==> src/rtl/motor_cmd_dispatch.sv <==
// motor_cmd_dispatch: UART byte-frame parser feeding per-channel command FIFOs and stepper controllers.
// Build macro CMD_CHECKSUM_EN adds a trailing XOR checksum byte to every frame.
module motor_cmd_dispatch #(
    parameter int NUM_CH      = 10,
    parameter int DIV_W       = 15,
    parameter int STEP_W      = 14,
    parameter int FIFO_DEPTH  = 4,
    parameter int TIMEOUT_CYC = 2400
) (
    input  logic                       CLK,
    input  logic                       reset,
    input  logic                       rx_ready,
    input  logic [7:0]                 rx_data,
    input  logic [NUM_CH-1:0]          busy,
    output logic [NUM_CH-1:0]          load,
    output logic [NUM_CH*DIV_W-1:0]    divider,
    output logic [NUM_CH*STEP_W-1:0]   steps_to_go,
    output logic [NUM_CH-1:0]          fifo_full,
    output logic                       frame_ok,
    output logic                       frame_err
);
    localparam int CMD_W = DIV_W + STEP_W;
    localparam int PTR_W = $clog2(FIFO_DEPTH);
    localparam int TO_W  = $clog2(TIMEOUT_CYC + 1);
    localparam logic [TO_W-1:0] TO_LAST = TO_W'(TIMEOUT_CYC - 1);
    localparam logic [4:0] NUM_CH_L = 5'(NUM_CH);

    typedef enum logic [1:0] {S_IDLE, S_DATA, S_CHECK, S_COMMIT} state_t;
    state_t stateReg, stateNext;

    logic              rxReadyQ;
    logic              byteStb;
    logic [3:0]        chReg;
    logic [31:0]       payloadReg;
    logic [1:0]        byteCntReg;
    logic [TO_W-1:0]   toCntReg;
    logic              inFrame;
    logic              timeoutHit;
    logic              commitAccept;
    logic              frameDrop;
    logic [NUM_CH-1:0] fullVec;
    logic [15:0]       fullPad;
`ifdef CMD_CHECKSUM_EN
    logic [7:0]        xorReg;
`endif

    assign byteStb    = rx_ready & ~rxReadyQ;
    assign inFrame    = (stateReg == S_DATA) || (stateReg == S_CHECK);
    assign timeoutHit = inFrame && (toCntReg == TO_LAST);
    assign fullPad    = 16'(fullVec);
    assign fifo_full  = fullVec;

    always_ff @(posedge CLK) begin
        if (reset) begin
            stateReg <= S_IDLE;
        end else begin
            stateReg <= stateNext;
        end
    end

    // A strobe coinciding with a timeout restarts the parser on that byte.
    always_comb begin
        stateNext = stateReg;
        case (stateReg)
            S_IDLE: begin
                if (byteStb) stateNext = S_DATA;
            end
            S_DATA: begin
                if (timeoutHit) begin
                    stateNext = byteStb ? S_DATA : S_IDLE;
                end else if (byteStb && byteCntReg == 2'd3) begin
`ifdef CMD_CHECKSUM_EN
                    stateNext = S_CHECK;
`else
                    stateNext = S_COMMIT;
`endif
                end
            end
`ifdef CMD_CHECKSUM_EN
            S_CHECK: begin
                if (timeoutHit) begin
                    stateNext = byteStb ? S_DATA : S_IDLE;
                end else if (byteStb) begin
                    stateNext = (rx_data == xorReg) ? S_COMMIT : S_IDLE;
                end
            end
`endif
            S_COMMIT: stateNext = S_IDLE;
            default:  stateNext = S_IDLE;
        endcase
    end

    always_comb begin
        commitAccept = 1'b0;
        frameDrop    = timeoutHit;
        if (stateReg == S_COMMIT) begin
            if (({1'b0, chReg} < NUM_CH_L) && !fullPad[chReg]) begin
                commitAccept = 1'b1;
            end else begin
                frameDrop = 1'b1;
            end
        end
`ifdef CMD_CHECKSUM_EN
        if (stateReg == S_CHECK && !timeoutHit && byteStb && rx_data != xorReg) begin
            frameDrop = 1'b1;
        end
`endif
    end

    always_ff @(posedge CLK) begin
        if (reset) begin
            rxReadyQ   <= 1'b0;
            chReg      <= '0;
            payloadReg <= '0;
            byteCntReg <= '0;
            toCntReg   <= '0;
            frame_ok   <= 1'b0;
            frame_err  <= 1'b0;
        end else begin
            rxReadyQ  <= rx_ready;
            frame_ok  <= commitAccept;
            frame_err <= frameDrop;
            if (byteStb && (stateReg == S_IDLE || timeoutHit)) begin
                chReg      <= rx_data[3:0];
                payloadReg <= '0;
                byteCntReg <= 2'd0;
            end else if (byteStb && stateReg == S_DATA) begin
                payloadReg <= {rx_data, payloadReg[31:8]};
                byteCntReg <= byteCntReg + 2'd1;
            end
            if (byteStb || !inFrame || timeoutHit) begin
                toCntReg <= '0;
            end else begin
                toCntReg <= toCntReg + TO_W'(1);
            end
        end
    end

`ifdef CMD_CHECKSUM_EN
    always_ff @(posedge CLK) begin
        if (reset) begin
            xorReg <= '0;
        end else if (byteStb && (stateReg == S_IDLE || timeoutHit)) begin
            xorReg <= rx_data;
        end else if (byteStb && stateReg == S_DATA) begin
            xorReg <= xorReg ^ rx_data;
        end
    end
`endif

    genvar gi;
    generate
        for (gi = 0; gi < NUM_CH; gi++) begin : g_ch
            logic [CMD_W-1:0]  mem [FIFO_DEPTH];
            logic [PTR_W:0]    wrPtrReg;
            logic [PTR_W:0]    rdPtrReg;
            logic              holdoffReg;
            logic [1:0]        holdCntReg;
            logic              busyQ;
            logic              loadReg;
            logic [DIV_W-1:0]  divReg;
            logic [STEP_W-1:0] stepReg;
            logic              push;
            logic              pop;
            logic              empty;
            logic              full;

            assign empty = (wrPtrReg == rdPtrReg);
            assign full  = (wrPtrReg[PTR_W] != rdPtrReg[PTR_W]) &&
                           (wrPtrReg[PTR_W-1:0] == rdPtrReg[PTR_W-1:0]);
            assign push  = commitAccept && (chReg == 4'(gi));
            assign pop   = !empty && !busy[gi] && !holdoffReg;

            assign fullVec[gi]                        = full;
            assign load[gi]                           = loadReg;
            assign divider[gi*DIV_W +: DIV_W]         = divReg;
            assign steps_to_go[gi*STEP_W +: STEP_W]   = stepReg;

            always_ff @(posedge CLK) begin
                if (push) begin
                    mem[wrPtrReg[PTR_W-1:0]] <= payloadReg[CMD_W-1:0];
                end
            end

            // Holdoff covers the gap until the controller raises activeMode.
            always_ff @(posedge CLK) begin
                if (reset) begin
                    wrPtrReg   <= '0;
                    rdPtrReg   <= '0;
                    holdoffReg <= 1'b0;
                    holdCntReg <= '0;
                    busyQ      <= 1'b0;
                    loadReg    <= 1'b0;
                    divReg     <= '0;
                    stepReg    <= '0;
                end else begin
                    busyQ   <= busy[gi];
                    loadReg <= pop;
                    if (push) begin
                        wrPtrReg <= wrPtrReg + (PTR_W+1)'(1);
                    end
                    if (pop) begin
                        rdPtrReg   <= rdPtrReg + (PTR_W+1)'(1);
                        divReg     <= mem[rdPtrReg[PTR_W-1:0]][DIV_W-1:0];
                        stepReg    <= mem[rdPtrReg[PTR_W-1:0]][CMD_W-1:DIV_W];
                        holdoffReg <= 1'b1;
                        holdCntReg <= '0;
                    end else if (holdoffReg) begin
                        if ((busy[gi] && !busyQ) || holdCntReg == 2'd2) begin
                            holdoffReg <= 1'b0;
                        end else begin
                            holdCntReg <= holdCntReg + 2'd1;
                        end
                    end
                end
            end
        end

        if (CMD_W < 32) begin : g_pad
            logic unusedPayloadHi;
            assign unusedPayloadHi = ^payloadReg[31:CMD_W];
        end
    endgenerate
endmodule
==> config.mk <==
export PLATFORM = sky130hd
export DESIGN_NAME = motor_cmd_dispatch
export DESIGN_NICKNAME = d
export VERILOG_FILES = /design/src/rtl/motor_cmd_dispatch.sv
export SDC_FILE = /design/constraint.sdc
export NUM_CORES = 1
export LEC_CHECK = 0
export CORE_MARGIN = 1.5
export CORE_UTILIZATION = 64
export CTS_CLUSTER_DIAMETER = 200
export CTS_CLUSTER_SIZE = 10
export DETAILED_ROUTE_END_ITERATION = 12
export PLACE_DENSITY = 0.85
export SYNTH_ARGS = -nofsm -noshare
export SYNTH_HDL_FRONTEND = slang
export SYNTH_SLANG_ARGS = --single-unit
==> constraint.sdc <==
create_clock -name CLK -period 6.65 [get_ports CLK]
set_input_delay 0.665 -clock CLK [delete_from_list [all_inputs] [get_ports CLK]]
set_output_delay 0.665 -clock CLK [all_outputs]
set_load 0.01 [all_outputs]
**Word-level counts from Yosys, hierarchy flattened**

Memory sizes are Yosys's and may differ from the RTL's. A register that Yosys moved wholly into a read port is not among the register bits.
Cells that the tools add are included.

- Reduce and logical (&&, ||, !) cells: 136
- Eq/ne operators: 56
- Order comparisons: 2
- Bitwise gates (word level): 12
- Mux-type cells: 61
- $add $sub $neg: 32

Operators with widths:

| kind | number |
|---|---|
| adder 3 x 1 -> 3 bit, second input constant | 20 |
| 2-to-1 mux 1 bit | 56 |
| logical AND 1 bit | 55 |
| logical NOT 1 bit | 42 |
| == test 3 bit | 10 |
| == test 2 bit, second input constant | 13 |
| OR reduction 2 bit | 12 |
| adder 2 x 1 -> 2 bit, second input constant | 11 |
| AND reduction 2 bit | 11 |
| == test 2 bit | 10 |
| == test 4 x 3 -> 1 bit, second input constant | 4 |
| logical OR 1 bit | 14 |
| adder 12 x 1 -> 12 bit, second input constant | 1 |
| == test 12 bit, second input constant | 1 |
| inverter 1 bit | 11 |
| inequality test 1 bit | 10 |
| == test 4 x 2 -> 1 bit, second input constant | 2 |
| == test 4 bit, second input constant | 2 |
| 2-to-1 mux 2 bit | 3 |
| < comparator 4 x 5 -> 1 bit, second input constant | 1 |
| binary-select mux 1 bit (select 4 bit) | 1 |
| == test 4 x 1 -> 1 bit, second input constant | 1 |
| logical NOT 4 bit | 1 |
| < comparator 4 bit, second input constant | 1 |
| other kinds (6) | 6 |

- Flip-flop bits (word level): 165
- Logic and storage cells: 377
- Memories kept: 10
- Memory bits (writable): 1160
- Input bits: 21
- Output and inout port bits: 312

Memories:

| name | words | bits a word | read ports | clocked after memory_dff | write ports | line | RTL |
|---|---|---|---|---|---|---|---|
| g_ch[0].mem | 4 | 29 | 1 | 1 | 1 | 154 | `logic [CMD_W-1:0] mem [FIFO_DEPTH];` |
| g_ch[1].mem | 4 | 29 | 1 | 1 | 1 | 154 |  |
| g_ch[2].mem | 4 | 29 | 1 | 1 | 1 | 154 |  |
| g_ch[3].mem | 4 | 29 | 1 | 1 | 1 | 154 |  |
| g_ch[4].mem | 4 | 29 | 1 | 1 | 1 | 154 |  |
| g_ch[5].mem | 4 | 29 | 1 | 1 | 1 | 154 |  |
| +4 memories | n/a | n/a | n/a | n/a | n/a | n/a |  |

**Longest topological paths before layout**

- Depth after elaboration: 11
- Depth in mapped cells: 9
- Depth with buffers taken out: 7

**Worst setup path after synthesis**

OpenSTA, ideal clock, no wires.

- Kind: register -> register
- Start point: register stateReg[0]
- End point: memory g_ch[2].mem[0][0] (netlist bit), enable pin
- Cell stages (with the launch flop): 5
- Arrival time: 2.158 ns
- Path buffers: 0
- Library setup time: 0.389 ns
- Setup slack: 4.103 ns
- Path through: dfxtp_1 > ha_1 > or3b_4 > a311oi_4 > and2_1

- Cells in the longest elaborated chain, start to end: 5

RTL lines:

| element | line | RTL |
|---|---|---|
| start: declaration | 29 | `state_t stateReg, stateNext;` |
| start signal: assignment | 57 | `stateReg <= stateNext;` |
| == test 2 bit | 96 | `if (stateReg == S_COMMIT) begin` |
| 2-to-1 mux 1 bit | 96 |  |
| logical AND 1 bit | 171 | `assign push = commitAccept && (chReg == 4'(gi));` |
| 2-to-1 mux 1 bit | 180 | `if (push) begin` |
| 2-to-1 mux 1 bit (implied by the code) | 181 | `mem[wrPtrReg[PTR_W-1:0]] <= payloadReg[CMD_W-1:0];` |
| end: declaration | 154 |  |

Every way passes these cells.

**Worst setup path after layout**

- Start point: register g_ch[0].rdPtrReg[0]
- End point: output port fifo_full[0]

- Cells in the longest elaborated chain, start to end: 2

RTL lines:

| element | line | RTL |
|---|---|---|
| start: declaration | 156 | `logic [PTR_W:0] rdPtrReg;` |
| start signal: assignment | 203 | `rdPtrReg <= rdPtrReg + (PTR_W+1)'(1);` |
| == test 2 bit | 170 | `(wrPtrReg[PTR_W-1:0] == rdPtrReg[PTR_W-1:0]);` |
| logical AND 1 bit | 169 | `assign full = (wrPtrReg[PTR_W] != rdPtrReg[PTR_W]) &&` |
| end: declaration | 18 | `output logic [NUM_CH-1:0] fifo_full,` |

Every way passes these cells.

==> metrics.md <==
| Metric | Value |
|---|---|
| Final WL | `150000 µm` |
| Post-DRT Antenna Nets | `0` |
| Yosys cell types | `50` |
| Minimum clock period after layout | `3.79 ns` |
| Commonest non-fill, non-tap cell in the layout | `edfxtp_1` |
| Dpl hpwl | `77600 µm` |
| Kind of critical path | `register to primary output` |
| Most frequent cells in the layout | `edfxtp_1 (1160), nand2_1 (692), dfxtp_1 (416), a21oi_1 (344), clkdlybuf4s50_1 (331)` |
| Via/cell ratio | `6.26` |
| Max Slew Vio Count | `0` |
| CTS clk-pin slew, worst paths | `0.06 ns` |
| Period Utilization, post-route | `57.1%` |
| Slowest CP cell | `clkdlybuf4s50_1` |
| Wire per inst | `27.5 µm` |
| Final Cell Area | `69400 µm²` |
| P_leak | `20.8 nW` |
| CTS buffer count | `179` |
| Via count | `34000` |
| Power Density | `285 nW/µm²` |
| Highest clock rate | `264 MHz` |
| P_sw | `3.94 mW` |
| Final Setup Violations | `0` |
| Hold-fix buffers, CTS | `0` |
| Clock H-tree levels | `4` |
| Worst Skew | `0.0287 ns` |
| Ys async rst share | `0%` |
| Fin. Hold Viols | `0` |
| Die H | `308 µm` |
| Worst setup SP type | `register` |
| # Post-CTS Setup Buffers | `0` |
| Top post-synthesis cells by area | `edfxtp_1 (58%), dfxtp_1 (15%), mux4_2 (11%)` |
| Syn_nets | `3753` |
| CTS Root Cell | `clkbuf_16` |
| Clk buf depth | `3` |
| Sequential fraction of the synthesis area | `73.8%` |
| Synthesis-stage register bit count | `1615` |
| Worst hold slack | `0.398 ns` |
| Post-Synthesis Cell Area | `59500 µm²` |
| R2r setup slk | `3.36 ns` |
| Port bufs | `332` |
| Congestion Overflow GR | `0` |
| Final setup TNS | `0 ns` |
| Max incr delay on CP | `0.63 ns` |
| Cells along the critical path | `buf_4 -> xnor2_1 -> nand2_1 -> nor2_1 -> clkdlybuf4s50_1` |
| Row count | `111` |
| Share of cells above drive strength 1 | `15.3%` |
| Int Pwr | `15.9 mW` |
| Yosys top cell area share | `58.5%` |
| Worst-path maximum fanout | `32` |
| Mapped Cells | `3667` |
| TritonCTS clock tree | `done` |
| Drt first pass iters | `7` |
| Initial core utilization | `64.8%` |
| CP required | `5.98 ns` |
| Seq pwr share | `54.1%` |
| Combinational fraction of design power | `0.7%` |
| Core area | `91900 µm²` |
| Final net count | `4128` |
| Clock Latency Late Sink | `0.78 ns` |
| Drt drc | `0` |
| Layout area overhead | `16.5%` |
| CP arrival | `3.13 ns` |
| RSZ-0062 raised after global routing | `no` |
| Die W | `308 µm` |
| Max-slew headroom | `4.89%` |
| First-pass GRT wire length | `219000 µm` |
| Status | `completed` |
| Initial antenna violation count | `6` |
| Number of global-route vias before repair | `34800` |
| Largest net degree at the start of global routing | `129` |
| Sw Ratio | `19.9%` |
| Total GRT Usage | `31.8%` |
| Setup crit end kind | `primary output` |
| Placed instance area | `64200 µm²` |
| Final GP Congestion | `0.781` |
| VDD IR max | `0.253 mV` |
| Max-cap viol count | `0` |
| WP buf/inv | `2` |
| Synth warnings | `0` |
| Clock Power Share | `45.2%` |
| HP Class | `primary input to register` |
| Die footprint | `94900 µm²` |
| Avg Inst Size Synth | `16.2 µm²` |
| PostCTS Resize Cnt | `0` |
| Filler cells | `4938` |
| Top_reg_cell synth | `edfxtp_1` |
| IO Count | `333` |
| Area leader, netlist | `edfxtp_1` |
| CTS Sinks | `1615` |
| Cell family contributing the most delay on the critical path | `buffers and inverters` |
| Worst slew pin tran | `1.43 ns` |
| Post-synth EDFFs | `1160` |
| Starting DRT DRC Count | `4379` |
## worst register-to-register path, cell delays in order (launching register included)
cell,delay (ns)
dfxtp_1,0.61
nand3b_1,0.57
a311oi_2,0.68
and2_1,0.71
buf_4,0.40
## power by group through the flow
stage,combinational (mW),sequential [mW],clock (mW)
finish,0.132,10.7,8.95
CTS,0.129,10.7,9.02
global route,0.140,10.7,9.41
floorplan,0.0870,10.9,0
global placement,0.126,10.9,0
detailed placement,0.127,10.9,0
## layout make-up
| cell class | instances | area, µm² | share of cell area [%] |
|---|---|---|---|
| repair buffers | 404 | 3870 | 5.58 |
| inverters | 41 | 154 | 0.222 |
| clock buffers | 317 | 5080 | 7.32 |
| multi-input cells | 1801 | 14600 | 21.0 |
| well taps | 1243 | 1560 | 2.24 |
| clock inverters | 10 | 139 | 0.200 |
| diodes | 4 | 10.0 | 0.0144 |
| flip-flops and latches | 1615 | 44000 | 63.4 |
## path summary, 6_finish.rpt
kind,start,to,depth (start not counted)
setup / recovery,g_ch[0].rdPtrReg[0],fifo_full[0],5
hold / removal,reset,g_ch[8].rdPtrReg[0],2
setup reg to reg,chReg[0],g_ch[7].mem[3][24],4
hold reg to reg,g_ch[9].divReg[5],g_ch[9].divReg[5],2
## metrics by stage
stage               util [%]  total power, mW  setup slack, ns  instances
CTS                     75.5             19.9             2.83       5431
finish                  75.5             19.8             2.86       5435
floorplan                  -             11.0             4.10       3667
global route            75.5             20.3             2.74       5432
detailed placement      69.8             11.0             3.51       5104
global placement        69.8             11.0             3.57       5104
## sequential cells by signal (all words and copies together), names as in the netlist
signal,cells
byteCntReg,2
chReg,4
frame_err,1
frame_ok,1
g_ch.busyQ,10
g_ch.divReg,150
g_ch.holdCntReg,20
g_ch.holdoffReg,10
g_ch.loadReg,10
g_ch.mem,1160
g_ch.rdPtrReg,30
g_ch.stepReg,140
g_ch.wrPtrReg,30
payloadReg,32
rxReadyQ,1
stateReg,2
toCntReg,12
## Yosys cell counts (all sizes together) (2+ instances only)
library cell	count
nand4	10
buf	116
mux2i	4
nand2b	3
o21ai	9
dfxtp	455
nor3	11
o2111ai	3
or2	2
ha	65
xor2	26
mux4	290
nor2	133
nand3	10
and3	3
xnor2	75
inv	41
nor3b	11
and2	41
a311oi	20
edfxtp	1160
nor2b	22
nand2	692
a21oi	345
a311o	3
clkbuf	94
a2111oi	10
## logic make-up (layout without fill, tap and decap cells)
logic type | after synthesis | in the layout | synth area share [%]
flip-flops | 1615 | 1615 | 73.8
AND/OR/NAND/NOR | 944 | 944 | 6.52
AO/OA/AOI/OAI | 397 | 397 | 3.85
multiplexers | 294 | 294 | 11.0
buffers and inverters | 251 | 772 | 1.93
XOR/XNOR | 101 | 101 | 1.50
adder cells (fa/ha/maj) | 65 | 65 | 1.37
other | 0 | 4 | 0
## metal layers
metal | vias up | GRT usage [%] | share of wire [%]
met4 | 4 | 17.3 | 5.4
met1 | 17100 | 41.2 | 35
met3 | 402 | 6.67 | 10
li1 | 14400 | - | -
met2 | 2089 | 51.0 | 49
met5 | - | 0 | 0.015
(Power assumes the default switching activity.)
